--- config.mk ---
export PLATFORM = sky130hd
export DESIGN_NAME = sort_loader
export DESIGN_NICKNAME = d
export VERILOG_FILES = /design/src/rtl/sort_loader_pkg.sv /design/src/rtl/load_addr_counter.sv /design/src/rtl/sort_loader.sv
export SDC_FILE = /design/constraint.sdc
export NUM_CORES = 1
export LEC_CHECK = 0
export CAP_MARGIN = 10
export CORE_MARGIN = 1.5
export CORE_UTILIZATION = 33
export CTS_BUF_LIST = sky130_fd_sc_hd__clkbuf_2
export CTS_CLUSTER_SIZE = 16
export DETAILED_ROUTE_END_ITERATION = 10
export PLACE_DENSITY_LB_ADDON = 0.1
export SLEW_MARGIN = 20
export SYNTH_ARGS = -nofsm -noshare
export SYNTH_HDL_FRONTEND = slang
export SYNTH_SLANG_ARGS = --single-unit
--- constraint.sdc ---
create_clock -name clk -period 1.7 [get_ports clk]
set_input_delay 0.34 -clock clk [delete_from_list [all_inputs] [get_ports clk]]
set_output_delay 0.34 -clock clk [all_outputs]
set_load 0.005 [all_outputs]
--- src/rtl/sort_loader_pkg.sv ---
// ============================================================================
// Module : sort_loader_pkg
// Brief  : Shared sorter constants and loader state encodings.
// Rev    : 1.0  initial release
// ============================================================================
`default_nettype none

package sort_loader_pkg;

  localparam int SORT_DEPTH = 256;
  localparam int SORT_AW    = 8;
  localparam int SORT_DW    = 16;

  typedef enum logic [2:0] {
    L_IDLE = 3'd0,
    L_LOAD = 3'd1,
    L_KICK = 3'd2,
    L_WAIT = 3'd3,
    L_DONE = 3'd4
  } load_state_t;

endpackage

`default_nettype wire

--- src/rtl/load_addr_counter.sv ---
// ============================================================================
// Module : load_addr_counter
// Brief  : AW-bit write address counter with clear, enable and terminal count.
// Rev    : 1.0  initial release
// ============================================================================
`default_nettype none

module load_addr_counter #(
  parameter int AW    = 8,
  parameter int DEPTH = 256
) (
  input  logic          clk,
  input  logic          rst,
  input  logic          clr,
  input  logic          en,
  output logic [AW-1:0] cnt,
  output logic          tc
);

  localparam logic [AW-1:0] c_last = AW'(DEPTH - 1);

  logic [AW-1:0] r_cnt;

  assign tc  = (r_cnt == c_last);
  assign cnt = r_cnt;

  // Explicit wrap so a DEPTH smaller than 2**AW still restarts at zero.
  always_ff @(posedge clk or posedge rst) begin
    if (rst)
      r_cnt <= '0;
    else if (clr)
      r_cnt <= '0;
    else if (en)
      r_cnt <= tc ? '0 : r_cnt + 1'b1;
  end

endmodule

`default_nettype wire

--- src/rtl/sort_loader.sv ---
// ============================================================================
// Module : sort_loader
// Brief  : Streams DEPTH words into sorter memory, kicks the sorter, reports done.
//          Optional batch checksum enabled by defining CHECKSUM_EN.
// Rev    : 1.0  initial release
// ============================================================================
`default_nettype none

module sort_loader
  import sort_loader_pkg::*;
#(
  parameter int DEPTH = SORT_DEPTH,
  parameter int AW    = SORT_AW,
  parameter int DW    = SORT_DW
) (
  input  logic          clk,
  input  logic          rst,
  input  logic          load_go,
  input  logic          in_valid,
  input  logic [DW-1:0] in_data,
  output logic          in_ready,
  output logic          mem_write,
  output logic [AW-1:0] mem_addr,
  output logic [DW-1:0] mem_wdata,
  input  logic          mem_rdy,
  output logic          sort_start,
  input  logic          sort_done,
  output logic          busy,
  output logic          sorted,
  output logic [DW-1:0] checksum
);

  load_state_t   r_state;
  load_state_t   w_state_n;
  logic          w_go;
  logic          w_accept;
  logic          w_in_load;
  logic [AW-1:0] w_cnt;
  logic          w_tc;
  logic          r_sort_start;
  logic          r_busy;
  logic          r_sorted;

  load_addr_counter #(
    .AW    (AW),
    .DEPTH (DEPTH)
  ) u_addr_cnt (
    .clk (clk),
    .rst (rst),
    .clr (w_go),
    .en  (w_accept),
    .cnt (w_cnt),
    .tc  (w_tc)
  );

  always_ff @(posedge clk or posedge rst) begin
    if (rst)
      r_state <= L_IDLE;
    else
      r_state <= w_state_n;
  end

  always_comb begin
    w_state_n = r_state;
    w_go      = 1'b0;
    w_in_load = 1'b0;
    w_accept  = 1'b0;
    case (r_state)
      L_IDLE: begin
        if (load_go) begin
          w_go      = 1'b1;
          w_state_n = L_LOAD;
        end
      end
      L_LOAD: begin
        w_in_load = 1'b1;
        w_accept  = in_valid & mem_rdy;
        if (w_accept && w_tc)
          w_state_n = L_KICK;
      end
      L_KICK:  w_state_n = L_WAIT;
      L_WAIT:  if (sort_done) w_state_n = L_DONE;
      L_DONE:  w_state_n = L_IDLE;
      default: w_state_n = L_IDLE;
    endcase
  end

  assign in_ready  = w_in_load & mem_rdy;
  assign mem_write = w_accept;
  assign mem_addr  = w_in_load ? w_cnt   : '0;
  assign mem_wdata = w_in_load ? in_data : '0;

  // Status outputs are registered from the next state so they align with it.
  always_ff @(posedge clk or posedge rst) begin
    if (rst) begin
      r_sort_start <= 1'b0;
      r_busy       <= 1'b0;
      r_sorted     <= 1'b0;
    end else begin
      r_sort_start <= (w_state_n == L_KICK);
      r_busy       <= (w_state_n != L_IDLE);
      r_sorted     <= (w_state_n == L_DONE);
    end
  end

  assign sort_start = r_sort_start;
  assign busy       = r_busy;
  assign sorted     = r_sorted;

`ifdef CHECKSUM_EN
  logic [DW-1:0] r_checksum;

  always_ff @(posedge clk or posedge rst) begin
    if (rst)
      r_checksum <= '0;
    else if (w_go)
      r_checksum <= '0;
    else if (w_accept)
      r_checksum <= r_checksum + in_data;
  end

  assign checksum = r_checksum;
`else
  assign checksum = '0;
`endif

endmodule

`default_nettype wire

# --- After elaboration in Yosys (flattened, before gate mapping) ---
# Index checks and enable logic that the tools add are counted.
# W data, S select, Z words.
totals:
  register_bits: 14
  input_bits: 22
  out_inout_bits: 45
  elab_cells: 31
op_classes:
  add_sub_neg: 1
  n_eq_ne: 6
  n_mux: 13
  n_bitwise: 2
  reduce_logical: 4
ops:
  columns: ["operator", "n"]
  rows:
  - ["$mux W8", 4]
  - ["$mux W16", 1]
  - ["$pmux W3 S4", 1]
  - ["$eq A3 B2 Y1 const B", 3]
  - ["$mux W3", 3]
  - ["$add A8 B1 Y8 const B", 1]
  - ["$eq A8 B8 Y1 const B", 1]
  - ["$mux W1", 4]
  - ["$eq A3 B1 Y1 const B", 1]
  - ["$eq A3 B3 Y1 const B", 1]
  - ["$logic_not A3 Y1", 1]
  - ["$reduce_bool A3 Y1", 1]
  - ["$and A1 B1 Y1", 2]
  - ["$reduce_bool A2 Y1", 1]
  - ["$logic_and A1 B1 Y1", 1]

# --- Longest topological paths before layout ---
# Gate-level depths: netlist (run 1).
logic_depth:
  word_depth: 5
  mapped_depth: 5
  ltp_nobuf: 5

# --- Modules after synthesis ---
# A second synthesis (run 1) with hierarchy kept.
unflattened:
  hier_cells: 111
  area_unflattened_um2: 994.7
by_module_without_submodules:
  columns: ["module", "n_inst", "cells_per_inst", "area_each_um2", "seq_area_each_um2"]
  rows:
  - ["sort_loader", 1, 65, 556.8, 150.1]
  - ["load_addr_counter", 1, 46, 437.9, 200.2]

# --- Worst setup path after synthesis (run 1) ---
# Ideal clock, no wire load.
synth_timing:
  path_kind: "register to register"
  start: "register r_state[1]"
  end: "register u_addr_cnt.r_cnt[7] (netlist: u_addr_cnt.cnt[7])"
  setup_ns: 0.077
  arrival_time_ns: 1.721
  required_ns: 1.623
  setup_slack_ns: -0.098
  stages_incl_launch_ff: 6
  path_buffers: 1
  synth_period_minus_slack_ns: 1.798
  path_cell_list: "dfrtp_1 buf_6 or4b_4 o22a_1 or4_1 a21oi_1"
synth_via:
  elab_chain_cells: 3
  word_cells_on_any_way: 6
  cone_classes: "eq/ne (1); mux (3); reduce/logical (2)"
synth_rtl:
  columns: ["element", "line_no", "text"]
  rows:
  - ["from (decl)", "sort_loader.sv:33", "load_state_t r_state;"]
  - ["from (signal assigned)", "sort_loader.sv:60", "r_state <= w_state_n;"]
  - ["$eq A3 B1 Y1 or $logic_not A3 Y1 (tied branches)", "sort_loader.sv:68", "case (r_state)"]
  - ["$mux W1", "sort_loader.sv:68", null]
  - ["$reduce_bool A2 Y1 (no line) or $mux W8 (tied branches)", null, null]
  - ["to (signal assigned)", "load_addr_counter.sv:34", "r_cnt <= tc ? '0 : r_cnt + 1'b1;"]
  - ["to (decl)", "load_addr_counter.sv:22", "logic [AW-1:0] r_cnt;"]
# Parallel ways exist; a longest one is shown, timed or not.
# A chain may end at the register's enable or synchronous reset.

# --- Worst setup path after layout (run 1) ---
layout_timing:
  start: "register r_state[2]"
  end: "register u_addr_cnt.r_cnt[7] (netlist: u_addr_cnt.cnt[7])"
# Same word-level chain as after synthesis.

==> out/qor.yml, run 1 <==
status: "complete, but fails checks"
violations: "design-rule violations, negative setup slack"
ys_types: 28
antenna_found_initial: 0
slew-limit-headroom_pct: 62.0
routedWlPerCell_um: 15.3
ctsRootBufferMaster: "clkbuf_2"
placed_cell_area_um2: 1580
maxCapViolations: 0
power.density_nw_per_um2: 664
yosysWarnings: 0
start_util_pct: 35.2
drt_pass1_iterations: 11
clk_latency_ns: 0.30
htreeDepth: 1
peakVddDrop_uv: 433
cts_num_sinks: 14
endpoint_kind: "register"
p_sw_share_pct: 32.9
synth_area_um2: 988
clockBufferDepth: 2
synthCells: 117
final_util_pct: 67.4
dieArea_um2: 3330
p_clk_share_pct: 13.6
rrSetupSlack_ns: -0.25
period_share_pct: 115
cts_tree: "done"
grt.overflow.total: 0
timing_hold_violations_final: 0
fin_nets: 223
path_clk_slew_ns: 0.16
startpoint: "r_state[2]"
fmax_mhz: 513
finalMaxSlewViolations: 0
rows: 19
required_ns: 1.95
syn_area_per_cell_um2: 8.45
criticalPathCategory: "register to register"
hp-class: "primary input to asynchronous set/reset pin"
intPower_mw: 0.843
whs_ns: 0.371
fin_area_um2: 1890
power_mw: 1.26
drcViolationCount: 10
core_um2: 2810
power.leakage_nw: 0.899
worst_slew_pin_slew_ns: 0.570
setup_ws_ns: -0.250
synth_seq_area_share_pct: 35.4
ios: 67
vias_per_cell: 4.87
fin_cells: 230
synthToLayoutAreaGrowth_pct: 91.4
r2r-start: "r_state[2]"
wirelength_um: 3520
grt_max_degree: 15
combPwrFrac_pct: 50.0
placedCellCount: 211
die_w_um: 57.7
drtIter0Drc: 36
p_seq_share_pct: 36.4
switchingPower_mw: 0.413
fin_crit_ns: 1.95
startpoint_type: "register"
rsz0062_at_grt: "true"
port_buffers: 50
antennaDiodeCount: 0
cp_max_fo: 3
grt_pass1_vias: 1107
fin_skew_ns: 0.0147
ys_seq_elements: 14
numCtsBuffers: 3
drtAntennaViolNets: 0
drive_above_1_share_pct: 49.2
dp_hpwl_um: 2140
setup_viol: 28
arrival_ns: 2.20
vias: 1120
track_usage_pct: 20.3
routabilityCongestion: 0.834
grt_pass1_wl_um: 5260
die_y_um: 57.7
==> kinds of logic after synthesis <==
logic type / share of synthesized area, %
AOI/OAI and AO/OA: 7.09
other: 0.379
adders and majority gates: 1.27
DFF: 35.4
and+or+nand+nor: 36.7
xor gates and xnor gates: 3.54
buffers and inverters: 15.6
==> through the flow <==
stage | TNS [ns] | setup slack [ns]
2_1_floorplan | -0.0682 | -0.0682
3_3_place_gp | -4.95 | -0.406
3_5_place_dp | -5.93 | -0.454
4_1_cts | -4.30 | -0.239
5_1_grt | -5.70 | -0.309
6_report | -4.21 | -0.250
==> cell usage after synthesis (all sizes together) <==
cell type,n,area [um^2]
and2,24,150
buf,17,131
dfrtp,14,350
nor2,9,33.8
nand2,8,30.0
a21oi,4,20.0
nand4b,4,35.0
o21ai,4,20.0
xnor2,4,35.0
clkbuf,3,11.3
inv,3,11.3
nand3,3,15.0
nor3,3,15.0
nand3b,2,15.0
or3,2,12.5
or4,2,15.0
a21boi,1,7.51
conb,1,3.75
ha,1,12.5
nand2b,1,6.26
nor4,1,6.26
nor4b,1,8.76
o22a,1,8.76
o22ai,1,6.26
o31ai,1,7.51
or2,1,6.26
or4b,1,13.8
==> routing by layer <==
metal,GRT usage (%),wire [um],vias up
li1,-,-,520
met2,35.4,1800,53
met5,0,0,-
met1,25.3,1410,543
met3,4.02,288,4
met4,5.98,30,0
==> power groups by stage <==
| stage | clock [mW] | sequential [mW] | combinational [mW] |
|---|---|---|---|
| 6_report | 0.170 | 0.457 | 0.628 |
| 5_1_grt | 0.181 | 0.468 | 0.685 |
| 3_5_place_dp | 0 | 0.462 | 0.525 |
| 4_1_cts | 0.172 | 0.456 | 0.494 |
| 3_3_place_gp | 0 | 0.456 | 0.519 |
| 2_1_floorplan | 0 | 0.465 | 0.231 |
==> layout make-up <==
class / instances / area [um^2]
Inverter: 3 / 11.3
Timing Repair Buffer: 83 / 816
Tap cell: 31 / 38.8
Clock inverter: 1 / 3.75
Multi-Input combinational cell: 95 / 656
Clock buffer: 3 / 15.0
Fill cell: 235 / 913
Sequential cell: 14 / 352
==> flip-flops by register name, summed over array words and instances, names as in the netlist <==
signal and count:
u_addr_cnt.cnt 8, r_state 3, busy 1, sort_start 1, sorted 1
==> timing repair <==
action | CTS | global route
cloned | 3 | 0
hold endpoints to repair | 0 | 0
pin swaps | 22 | 6
hold buffers | 0 | 0
setup endpoints to repair | 30 | 35
setup buffers | 14 | 0
gates resized for setup | 147 | 32
==> final timing paths <==
path | end | cells after the start
min | r_state[2] | 2
max reg2reg | u_addr_cnt.cnt[7] | 5
min in group clk | u_addr_cnt.cnt[4] | 2
max | u_addr_cnt.cnt[7] | 5
max in group asynchronous | r_state[1] | 2
min reg2reg | u_addr_cnt.cnt[4] | 2
==> critical path, cell delays in order (launching register included) <==
cell and delay [ns]:
dfrtp_1 0.42, buf_4 0.14, or4b_4 0.54, o22a_1 0.25, or4_4 0.43, a21oi_2 0.12
==> cell usage in the layout, fill, tap and decap left out, drive strengths merged, types with 4 or more instances in the layout <==
cell type / n
o21ai: 4
clkdlybuf4s50: 24
nand4b: 4
nand2: 8
a21oi: 4
xnor2: 4
conb: 16
nor2: 9
dfrtp: 14
buf: 58
and2: 24
Power figures use the tool's default switching activity.
==> inputs of run 2 (changes only) <==
--- a/config.mk
+++ b/config.mk
@@ -6,6 +6,7 @@
 export NUM_CORES = 1
 export LEC_CHECK = 0
 export CAP_MARGIN = 10
+export CORE_ASPECT_RATIO = 0.9
 export CORE_MARGIN = 1.5
 export CORE_UTILIZATION = 33
 export CTS_BUF_LIST = sky130_fd_sc_hd__clkbuf_2
==> out/qor.yml, run 2 (synthesis results as in run 1) <==
worst-path-stages: 5
rsz0062_at_grt: "true"
fin_crit_ns: 1.94
numCtsBuffers: 3
vias_per_cell: 4.66
cpLargestDelayFamily: "simple AND/OR/NAND/NOR gates"
start_util_pct: 35.4
largest_register_ffs: 8
required_ns: 1.94
rows: 18
routabilityCongestion: 0.866
worst_slew_pin_slew_ns: 0.543
finalMaxSlewViolations: 0
endpoint_kind: "register"
crit_chain: "buf_4 > or4b_4 > o22a_1 > or4_1 > a21oi_2"
power_mw: 1.19
drt_pass1_iterations: 4
drtAntennaViolNets: 0
pre_cts_ws_ns: -0.514
ios: 67
slew-limit-headroom_pct: 63.8
vias: 1114
cpPeakStageDelay_ns: 0.54
placedCellCount: 220
port_buffers: 50
dieArea_um2: 3330
fin_skew_ns: 0.0170
drcViolationCount: 0
cts_tree: "done"
fin_area_um2: 1860
fmax_mhz: 515
most-common-layout-cells: "buf_6, clkdlybuf4s50_1, buf_4, and2_4, conb_1"
path_clk_slew_ns: 0.16
setup_ws_ns: -0.242
die_w_um: 60.7
whs_ns: 0.374
startpoint_type: "register"
arrival_ns: 2.18
reg2reg_depth: 5
dp_hpwl_um: 2100
final.setup.tns_ns: -3.13
power.leakage_nw: 0.880
status: "complete, but fails checks"
criticalPathCategory: "register to register"
clockBufferDepth: 2
core_um2: 2790
r2r-start: "r_state[2]"
grt_max_degree: 15
synthToLayoutAreaGrowth_pct: 88.1
drtIter0Drc: 11
htreeDepth: 1
clk_latency_ns: 0.29
antenna_found_initial: 0
routedWlPerCell_um: 13.1
cts_num_sinks: 14
fin_cells: 239
drive_above_1_share_pct: 45.7
setup_viol: 26
timing_hold_violations_final: 0
postCtsHoldBufs: 0
grt_pass1_vias: 992
violations: "negative setup slack"
fill_cells: 241
maxCapViolations: 0
die_y_um: 54.9
peakVddDrop_uv: 577
grt_pass1_wl_um: 4360
antennaDiodeCount: 0
fin_nets: 223
hp-class: "primary input to asynchronous set/reset pin"
grt.overflow.total: 0
final_util_pct: 66.6
period_share_pct: 114
layout_commonest_cell: "buf_6"
track_usage_pct: 18.2
power.density_nw_per_um2: 638
wirelength_um: 3130
crit_buf_inv: 1
startpoint: "r_state[2]"
worst_path_max_delay_cell: "or4b_4"
placed_cell_area_um2: 1590
ctsRootBufferMaster: "clkbuf_2"
cp_max_fo: 3
==> run 2: what timing repair did <==
item / 4_1_cts / 5_1_grt
buffers inserted: 9 / 4
setup endpoints to repair: 28 / 30
pin swaps: 20 / 3
resized for setup: 136 / 30
cloned: 2 / 0
==> run 2: final timing paths <==
kind,to,slack [ns]
max reg2reg,u_addr_cnt.cnt[7],-0.24
max,u_addr_cnt.cnt[7],-0.24
max in group asynchronous,r_state[0],0.92
min,busy,0.37
min in group clk,u_addr_cnt.cnt[4],0.60
min reg2reg,u_addr_cnt.cnt[4],0.60
==> run 2: area by class of cell <==
class / instances / area (um^2) / share of cell area (%)
Clock buffer: 3 / 15.0 / 0.808
Clock inverter: 1 / 3.75 / 0.202
Inverter: 3 / 11.3 / 0.606
Multi-Input combinational cell: 95 / 639 / 34.4
Sequential cell: 14 / 353 / 19.0
Tap cell: 40 / 50.0 / 2.69
Timing Repair Buffer: 83 / 787 / 42.3
==> run 2: power breakdown <==
group,internal (mW),switching (mW),leakage [nW],total [mW]
combinational,0.341,0.221,0.692,0.562
sequential,0.393,0.0630,0.174,0.456
clock,0.0511,0.117,0.0140,0.168
total,0.785,0.401,0.880,1.19
==> run 2: routing by layer <==
| metal | part of all wire, % | track usage, % | vias to the layer above |
|---|---|---|---|
| met5 | 0 | 0 | - |
| met4 | 0.54 | 4.35 | 0 |
| met3 | 11 | 6.51 | 2 |
| met2 | 53 | 35.3 | 63 |
| met1 | 35 | 18.6 | 526 |
| li1 | - | - | 523 |
==> inputs of run 3 (changes only) <==
--- a/config.mk
+++ b/config.mk
@@ -13,7 +13,6 @@
 export CTS_CLUSTER_SIZE = 16
 export DETAILED_ROUTE_END_ITERATION = 10
 export PLACE_DENSITY_LB_ADDON = 0.1
-export SLEW_MARGIN = 20
 export SYNTH_ARGS = -nofsm -noshare
 export SYNTH_HDL_FRONTEND = slang
 export SYNTH_SLANG_ARGS = --single-unit
==> results of run 3 <==
Final layout, timing and power as in run 2 (identical DEF).
